==> src/rtl/rf_scrubber.sv <==
// Background scrubber for the ECC-protected register file: borrows read port 1 when the OP
// stage leaves it idle and repairs correctable errors through the write port when WB is quiet.
module rf_scrubber #(
    parameter int INTERVAL = 16,
    parameter int CNT_W    = 8
) (
    input  logic             s_clk_i,
    input  logic             s_resetn_i,
    input  logic             s_en_i,
    input  logic             s_op_rp1_use_i,
    input  logic [31:0]      s_rf_val_i,
    input  logic             s_rf_ce_i,
    input  logic             s_rf_uce_i,
    input  logic             s_wb_we_i,
    input  logic [4:0]       s_wb_add_i,
    output logic             s_scr_gnt_o,
    output logic [4:0]       s_scr_add_o,
    output logic             s_scr_we_o,
    output logic [31:0]      s_scr_wval_o,
    output logic             s_uce_o,
    output logic [CNT_W-1:0] s_ce_cnt_o,
    output logic             s_busy_o
);

    localparam int TMR_W = (INTERVAL > 1) ? $clog2(INTERVAL) : 1;
    localparam logic [TMR_W-1:0] TMR_LAST = TMR_W'(INTERVAL - 1);
    localparam logic [CNT_W-1:0] CNT_MAX  = {CNT_W{1'b1}};

    typedef enum logic [1:0] {IDLE, REQ, WRITE} state_t;

    state_t           state;
    logic [TMR_W-1:0] timer;
    logic [4:0]       addr;
    logic [31:0]      val_q;
    logic [CNT_W-1:0] ce_cnt;
    logic             uce_q;
    logic             gnt;
    logic             wb_hits_addr;

    // x0 is hardwired to zero, so the address walk skips it on wrap
    function automatic logic [4:0] next_addr(input logic [4:0] a);
        return (a == 5'd31) ? 5'd1 : a + 5'd1;
    endfunction

    assign gnt          = (state == REQ) && s_en_i && !s_op_rp1_use_i;
    assign wb_hits_addr = s_wb_we_i && (s_wb_add_i == addr);

    always_ff @(posedge s_clk_i or negedge s_resetn_i) begin
        if (!s_resetn_i) begin
            state  <= IDLE;
            timer  <= '0;
            addr   <= 5'd1;
            val_q  <= '0;
            ce_cnt <= '0;
            uce_q  <= 1'b0;
        end else begin
            uce_q <= 1'b0;
            case (state)
                IDLE: begin
                    if (!s_en_i) begin
                        timer <= '0;
                    end else if (timer == TMR_LAST) begin
                        timer <= '0;
                        state <= REQ;
                    end else begin
                        timer <= timer + 1'b1;
                    end
                end
                REQ: begin
                    if (!s_en_i) begin
                        state <= IDLE;
                    end else if (gnt) begin
                        // A concurrent WB write to the same register supersedes whatever was read
                        if (wb_hits_addr) begin
                            addr  <= next_addr(addr);
                            state <= IDLE;
                        end else if (s_rf_uce_i) begin
                            uce_q <= 1'b1;
                            addr  <= next_addr(addr);
                            state <= IDLE;
                        end else if (s_rf_ce_i) begin
                            val_q <= s_rf_val_i;
                            state <= WRITE;
                        end else begin
                            addr  <= next_addr(addr);
                            state <= IDLE;
                        end
                    end
                end
                WRITE: begin
                    if (!s_wb_we_i) begin
                        if (ce_cnt != CNT_MAX) begin
                            ce_cnt <= ce_cnt + 1'b1;
                        end
                        addr  <= next_addr(addr);
                        state <= IDLE;
                    end else if (s_wb_add_i == addr) begin
                        addr  <= next_addr(addr);
                        state <= IDLE;
                    end
                end
                default: state <= IDLE;
            endcase
        end
    end

    assign s_scr_gnt_o  = gnt;
    assign s_scr_add_o  = addr;
    assign s_scr_we_o   = (state == WRITE) && !s_wb_we_i;
    assign s_scr_wval_o = (state == WRITE) ? val_q : 32'd0;
    assign s_uce_o      = uce_q;
    assign s_ce_cnt_o   = ce_cnt;
    assign s_busy_o     = (state != IDLE);

endmodule

==> config.mk <==
export PLATFORM = sky130hd
export DESIGN_NAME = rf_scrubber
export DESIGN_NICKNAME = d
export VERILOG_FILES = /design/src/rtl/rf_scrubber.sv
export SDC_FILE = /design/constraint.sdc
export NUM_CORES = 1
export LEC_CHECK = 0
export ABC_AREA = 1
export CAP_MARGIN = 20
export CORE_ASPECT_RATIO = 1.2
export CORE_MARGIN = 10
export CORE_UTILIZATION = 40
export CTS_BUF_LIST = sky130_fd_sc_hd__clkbuf_4 sky130_fd_sc_hd__clkbuf_8
export DETAILED_ROUTE_END_ITERATION = 7
export PLACE_DENSITY = 0.84
export SETUP_SLACK_MARGIN = 0.02
export SLEW_MARGIN = 20
export SYNTH_ARGS = -nofsm -noshare
export SYNTH_HDL_FRONTEND = slang
export SYNTH_SLANG_ARGS = --single-unit
==> constraint.sdc <==
create_clock -name s_clk_i -period 1.74 [get_ports s_clk_i]
set_input_delay 0.435 -clock s_clk_i [delete_from_list [all_inputs] [get_ports s_clk_i]]
set_output_delay 0.435 -clock s_clk_i [all_outputs]
set_load 0.05 [all_outputs]
==> results by group, run 1 <==
Synth
  – Post-synth top cells: nor2_1, inv_1, dfrtp_1
  – Ys async rst share: 100%
  – Post-synth EDFFs: 0
  – Count leader, synth: nor2_1
  – Yosys warnings: 0
  – Share of the synthesized area in the top cell type: 49.4%
  – Syn avg cell area: 8.13 sq um
  – Post-Syn Instances: 318
  – Yosys top cell by area: dfrtp_1
  – Synth Net Count: 366
  – Synth top area cells: dfrtp_1, nor2_1, inv_1, a21oi_1, nand2_1
  – Most used DFF post-synth: dfrtp_1
  – Post-synthesis cell area: 2580 sq um
  – Register area share after synthesis: between 50% and 60%
  – Post-synth cell types: 30
  – Synthesis-stage register bit count: 52

GRT
  – Global-route wire length before repair: 13900 um
  – Total GRT Usage: 17.2%
  – Pin count of the biggest net entering global routing: 31
  – Vias in the first global route: 2762
  – Remaining Overflow, GRT: 0
  – Antenna violations before repair: 0

Detailed routing
  – Routed length per instance: 18.0 um
  – DRT antenna net count: 0
  – DRT Pass-1 Iters: 4
  – Post-Route WL: 9550 um
  – DR vias: 2611
  – First-iteration detailed-routing DRC count: just over 100
  – Residual DRC: 0
  – Avg Vias per Cell: about 4.9

STA
  – Setup-failing EPs final: 66
  – Final Cycle Share: 109%
  – RSZ-0062 raised after global routing: yes
  – Final setup skew: 0.00366 ns
  – Slew HR: 76.0%
  – Hold slack: 0.0238 ns
  – Max Slew Vio Count: 0
  – Peak Freq: 0.527 GHz
  – Setup ws final: -0.157 ns
  – Slew @ Worst Pin: 0.360 ns
  – Post-layout min period: between 1.5 and 2 ns
  – Final-report hold violation count: 0

Die
  – Die area: 10100 sq um
  – Die width: 93.4 um
  – IO Pins: between 90 and 100
  – Core area: ~6400 sq um
  – Die Y: 108 um
  – Cell Rows: 32
  – Initial Util: 40.6%

Place
  – Dpl ws: -0.294 ns
  – GPL Wtd Cong: 0.848
  – IO Port Bufs: 92
  – DP HPWL: 5750 um

Worst setup path
  – Critical path type: reg2out
  – CP startpoint kind: flip-flop
  – Crit-path cells: inv_2 > nor2_4 > buf_12 > inv_16 > nor2_4 > buf_12
  – CP required: 1.30 ns
  – Worst Path Max Fanout: 5
  – CP Buf/Inv Count: 4
  – Crit path max-delay family: buffers and inverters
  – Worst EP arrival: approximately 1.5 ns
  – CP peak stage delay: just under 0.4 ns
  – Critical path's slowest cell: dfrtp_1
  – Crit path capture type: primary output

Power
  – Leak Pwr: around 2.4 nW
  – Max IR drop VDD: 601 uV
  – Pwr dens: 553 nW/um^2

Clock network
  – CTS H-tree lvls: 2
  – Root buf cell: clkbuf_8
  – TritonCTS clock tree: built
  – Clock sink count: 52
  – Clk_lat worst skew: 0.30 ns
  – CTS max path bufs: 2
  – Cts bufs inserted: 5
  – Worst-path clk slew: 0.09 ns

Run
  – Max-Cap Viols: 0

Cells and area
  – Layout cells sized above 1: 42.3%
  – Layout Nets: roughly 490
  – Fin util: 79.4%
  – N_diodes: 0
  – P&R area growth vs syn: 95.5%
  – Fill cell count: 377

Run status
  – Failing checks: negative setup slack
  – Status: finished, violations left

Min path
  – Tightest Hold Check Type: in2async
[final cells by class]
| cell class | count | area, sq um | share of cell area, % |
|---|---|---|---|
| Multi-Input combinational cell | 199 | 1440 | 28.6 |
| Timing Repair Buffer | 127 | 1790 | 35.3 |
| Clock inverter | 2 | 35.0 | 0.693 |
| Tap cell | 85 | 106 | 2.10 |
| Timing Repair inverter | 4 | 53.8 | 1.06 |
| Inverter | 57 | 245 | 4.85 |
| Clock buffer | 6 | 76.3 | 1.51 |
| Sequential cell | 52 | 1310 | 25.9 |
[layout by cell type, fill, tap and decap left out, drive strengths merged]
cell type / count
nand3: 10
bufinv: 2
dfrtp: 51
nor2: 77
dlymetal6s2s: 2
xnor2: 4
ha: 4
clkdlybuf4s50: 39
buf: 84
xor2: 5
nor4: 1
o21ai: 4
clkinv: 1
o31ai: 2
nor3: 2
inv: 60
a21oi: 36
nand2: 44
dlygate4sd2: 1
clkbuf: 7
nand4: 8
or2: 1
dfstp: 1
and3: 1
[cell families after synthesis]
kind of cell	Yosys count	synth area share, %
XOR/XNOR	9	3.05
AO/OA/AOI/OAI	42	8.91
flip-flops	52	50.4
adder cells (fa/ha/maj)	4	1.94
AND/OR/NAND/NOR	144	24.3
buffers and inverters	67	11.4
[routing by layer]
metal	routed length [um]	global-route usage, %	vias up
met5	0	0	-
met4	139	3.86	0
met3	536	4.85	14
met2	5390	32.7	77
met1	3490	18.1	1287
li1	-	-	1233
[registers in the layout, indices dropped and copies added, names as in the netlist]
signal and cells:
s_ce_cnt_o 8, s_scr_add_o 5, s_uce_o 1, state 2, timer 4, val_q 32
[path summary, 6_finish.rpt]
| path | startpoint | endpoint | slack, ns | cells past startpoint |
|---|---|---|---|---|
| hold / removal | s_resetn_i | val_q[16] | 0.02 | 1 |
| setup reg to reg | s_scr_add_o[0] | val_q[11] | -0.12 | 10 |
| min in group s_clk_i | timer[0] | timer[0] | 0.52 | 1 |
| hold reg to reg | timer[0] | timer[0] | 0.52 | 1 |
| max in group asynchronous | s_resetn_i | s_scr_add_o[0] | 1.17 | 2 |
| setup / recovery | state[1] | s_scr_we_o | -0.16 | 6 |
[repair_timing]
item	in CTS	in global routing
hold buffers	0	0
resized for setup	93	57
setup endpoints to repair	56	78
cloned	6	1
endpoints found under the hold margin	0	0
pin swaps	6	16
setup buffers	10	11
[power breakdown]
part	switching (W)	total, W	internal (W)
Clock	0.000381	0.000824	0.000443
Combinational	0.000315	0.000627	0.000312
Sequential	0.0000617	0.00134	0.00128
[per-stage QoR]
stage / total power, W / setup TNS (ns) / area, sq um / instances
final: 0.00279 / -6.09 / 5050 / 532
after floorplan: 0.00155 / -5.18 / 2590 / 318
after global routing: 0.00292 / -11.18 / 5050 / 532
after CTS: 0.00270 / -4.05 / 4740 / 521
after detailed placement: 0.00183 / -9.90 / 4090 / 497
after global placement: 0.00181 / -6.35 / 4090 / 497
(Power assumes the default switching activity.)
==> run 2: changes to the inputs <==
PLACE_DENSITY = 0.73   (was 0.84)
==> results by group, run 2 (same netlist as run 1, synthesis figures left out) <==
Worst setup path
  – Reg-to-reg endpoint: val_q[4]
  – Crit path capture type: flip-flop
  – Worst EP arrival: 2.13 ns
  – CP peak stage delay: 0.43 ns
  – CP required: around 1.9 ns
  – Critical path type: reg2reg
  – FF-to-FF setup slack: -0.19 ns
  – Worst Path Max Fanout: 12
  – Critical path's slowest cell: dfrtp_2
  – Crit-path cells: inv_1 > nor2_2 > nand2_1 > nor2_4 > buf_4 > nand3_4 > buf_12 > buf_16 > a21oi_1
  – Reg2reg start: state[0]
  – Worst R2R Path Depth: 9
  – CP startpoint kind: flip-flop

STA
  – Final-report hold violation count: 0
  – Hold slack: 0.0994 ns
  – Final Cycle Share: 111%
  – Post-layout min period: 1.93 ns
  – RSZ-0062 raised after global routing: yes
  – Setup ws final: -0.195 ns
  – Slew HR: a little over three fifths
  – Final setup skew: 0.00856 ns
  – Peak Freq: about 0.52 GHz
  – Max Slew Vio Count: 0
  – Setup-failing EPs final: 51
  – Setup_tns: -5.32 ns
  – Slew @ Worst Pin: ~0.56 ns

Detailed routing
  – DRT antenna net count: 0
  – Avg Vias per Cell: 4.86
  – Routed length per instance: about 17 um
  – Post-Route WL: 8750 um
  – First-iteration detailed-routing DRC count: 102
  – Residual DRC: 0
  – DRT Pass-1 Iters: 4
  – DR vias: 2508

Cells and area
  – Fill cell count: just over 400
  – Post-route insts no fill: 516
  – N_diodes: 0
  – Layout cells sized above 1: 33.9%
  – Max reg flops: 32
  – Fin util: roughly 75%
  – Layout Nets: ~480
  – Largest reg by FF count: val_q
  – Most frequent cells in the layout: inv_1, buf_12, dfrtp_1
  – P&R area growth vs syn: 83.7%

Power
  – Leak Pwr: roughly 2.3 nW
  – Sequential share of power: 47.4%
  – Combinational share of power: 18.1%
  – Max IR drop VDD: 443 uV
  – Clock share of power: roughly 35%
  – Internal: 0.00209 W
  – Pwr dens: 596 nW/um^2
  – Switching power: about 0.00074 W
  – Total power: about 0.0028 W
  – Sw frac: 26.0%

Clock network
  – Clk_lat worst skew: 0.30 ns
  – Cts bufs inserted: 5
  – CTS H-tree lvls: 2
  – Root buf cell: clkbuf_8
  – Worst-path clk slew: 0.10 ns
  – CTS max path bufs: 2
  – Clock sink count: 52
  – Hold_buf cts: 0
  – TritonCTS clock tree: built

Place
  – GPL Wtd Cong: about 0.83
  – IO Port Bufs: 92
  – Placed insts: 496
  – DP HPWL: roughly 5700 um

Die
  – Die Y: between 100 and 150 um
  – Die area: just over 10000 sq um
  – Core area: 6370 sq um
  – Die width: 93.4 um
  – IO Pins: 93
  – Initial Util: 40.6%
  – Cell Rows: 32

Run status
  – Failing checks: negative setup slack
  – Status: finished, violations left

GRT
  – Remaining Overflow, GRT: 0
  – Vias in the first global route: 2634
  – Antenna violations before repair: 0
  – Global-route wire length before repair: approximately 13000 um
  – Pin count of the biggest net entering global routing: 32
  – Total GRT Usage: roughly 17%

Run
  – Max-Cap Viols: 0

Min path
  – Tightest Hold Check Type: in2async
==> run 2: changes by cell type in the layout (fill, tap and decap cells not counted), sizes merged <==
cell and delta:
buf -14, clkdlybuf4s50 +3, dlymetal6s2s -2, clkinv -1
dlygate4sd2 -1, inv -1
==> run 2: critical path, delay by kind of cell (launching register included) <==
family / cells / cell delay [ns]
and+or+nand+nor: 4 / 0.56
buffers and inverters: 4 / 0.55
AOI/OAI and AO/OA: 1 / 0.28
DFF: 1 / 0.43
==> run 2: repair_timing <==
item                                    4_1_cts  5_1_grt
setup buffers                                 4        3
pin swaps                                     3        5
gates cloned                                  3        3
resized for setup                            76       20
endpoints found under the setup margin       44       75
==> run 2: power by group through the flow <==
| stage | clock network [W] | logic [W] | registers [W] |
|---|---|---|---|
| after floorplan | 0 | 0.000119 | 0.00143 |
| after global placement | 0 | 0.000444 | 0.00136 |
| after detailed placement | 0 | 0.000455 | 0.00136 |
| after CTS | 0.000994 | 0.000475 | 0.00134 |
| after global routing | 0.00105 | 0.000559 | 0.00135 |
| final | 0.000977 | 0.000513 | 0.00134 |
==> run 2: cell type report <==
class                      instances  area, sq um  share of cell area (%)
timing repair buffer             114         1660                    35.0
clock buffer                       5         68.8                    1.45
clock inverter                     2         60.1                    1.26
sequential                        52         1310                    27.6
inverter                          57          230                    4.85
multi-input combinational        199         1280                    27.0
tap                               85          106                    2.24
timing repair inverter             2         27.5                   0.580
==> run 2: worst max-delay path by stage <==
stage / from / to / slack (ns) / cells after the start
2_1_floorplan: state[1] / s_scr_wval_o[10] / -0.17 / 5
3_3_place_gp: s_wb_add_i[3] / val_q[21] / -0.20 / 10
3_5_place_dp: s_wb_add_i[3] / val_q[3] / -0.31 / 10
4_1_cts: state[1] / s_scr_wval_o[0] / -0.14 / 7
5_1_grt: state[0] / val_q[4] / -0.28 / 9
6_report: state[0] / val_q[4] / -0.19 / 9
==> run 2: stage by stage <==
step	setup WS, ns	area, sq um
after floorplan	-0.173	2590
after global placement	-0.199	4090
after detailed placement	-0.310	4090
after CTS	-0.141	4580
after global routing	-0.279	4750
final	-0.195	4750
==> run 2: routing by layer <==
| layer | global-route usage [%] | vias to the layer above | wire (um) |
|---|---|---|---|
| met5 | 0 | - | 0 |
| li1 | - | 1204 | - |
| met2 | 28.9 | 98 | 4480 |
| met4 | 3.75 | 0 | 142 |
| met3 | 5.96 | 10 | 743 |
| met1 | 18.7 | 1196 | 3380 |
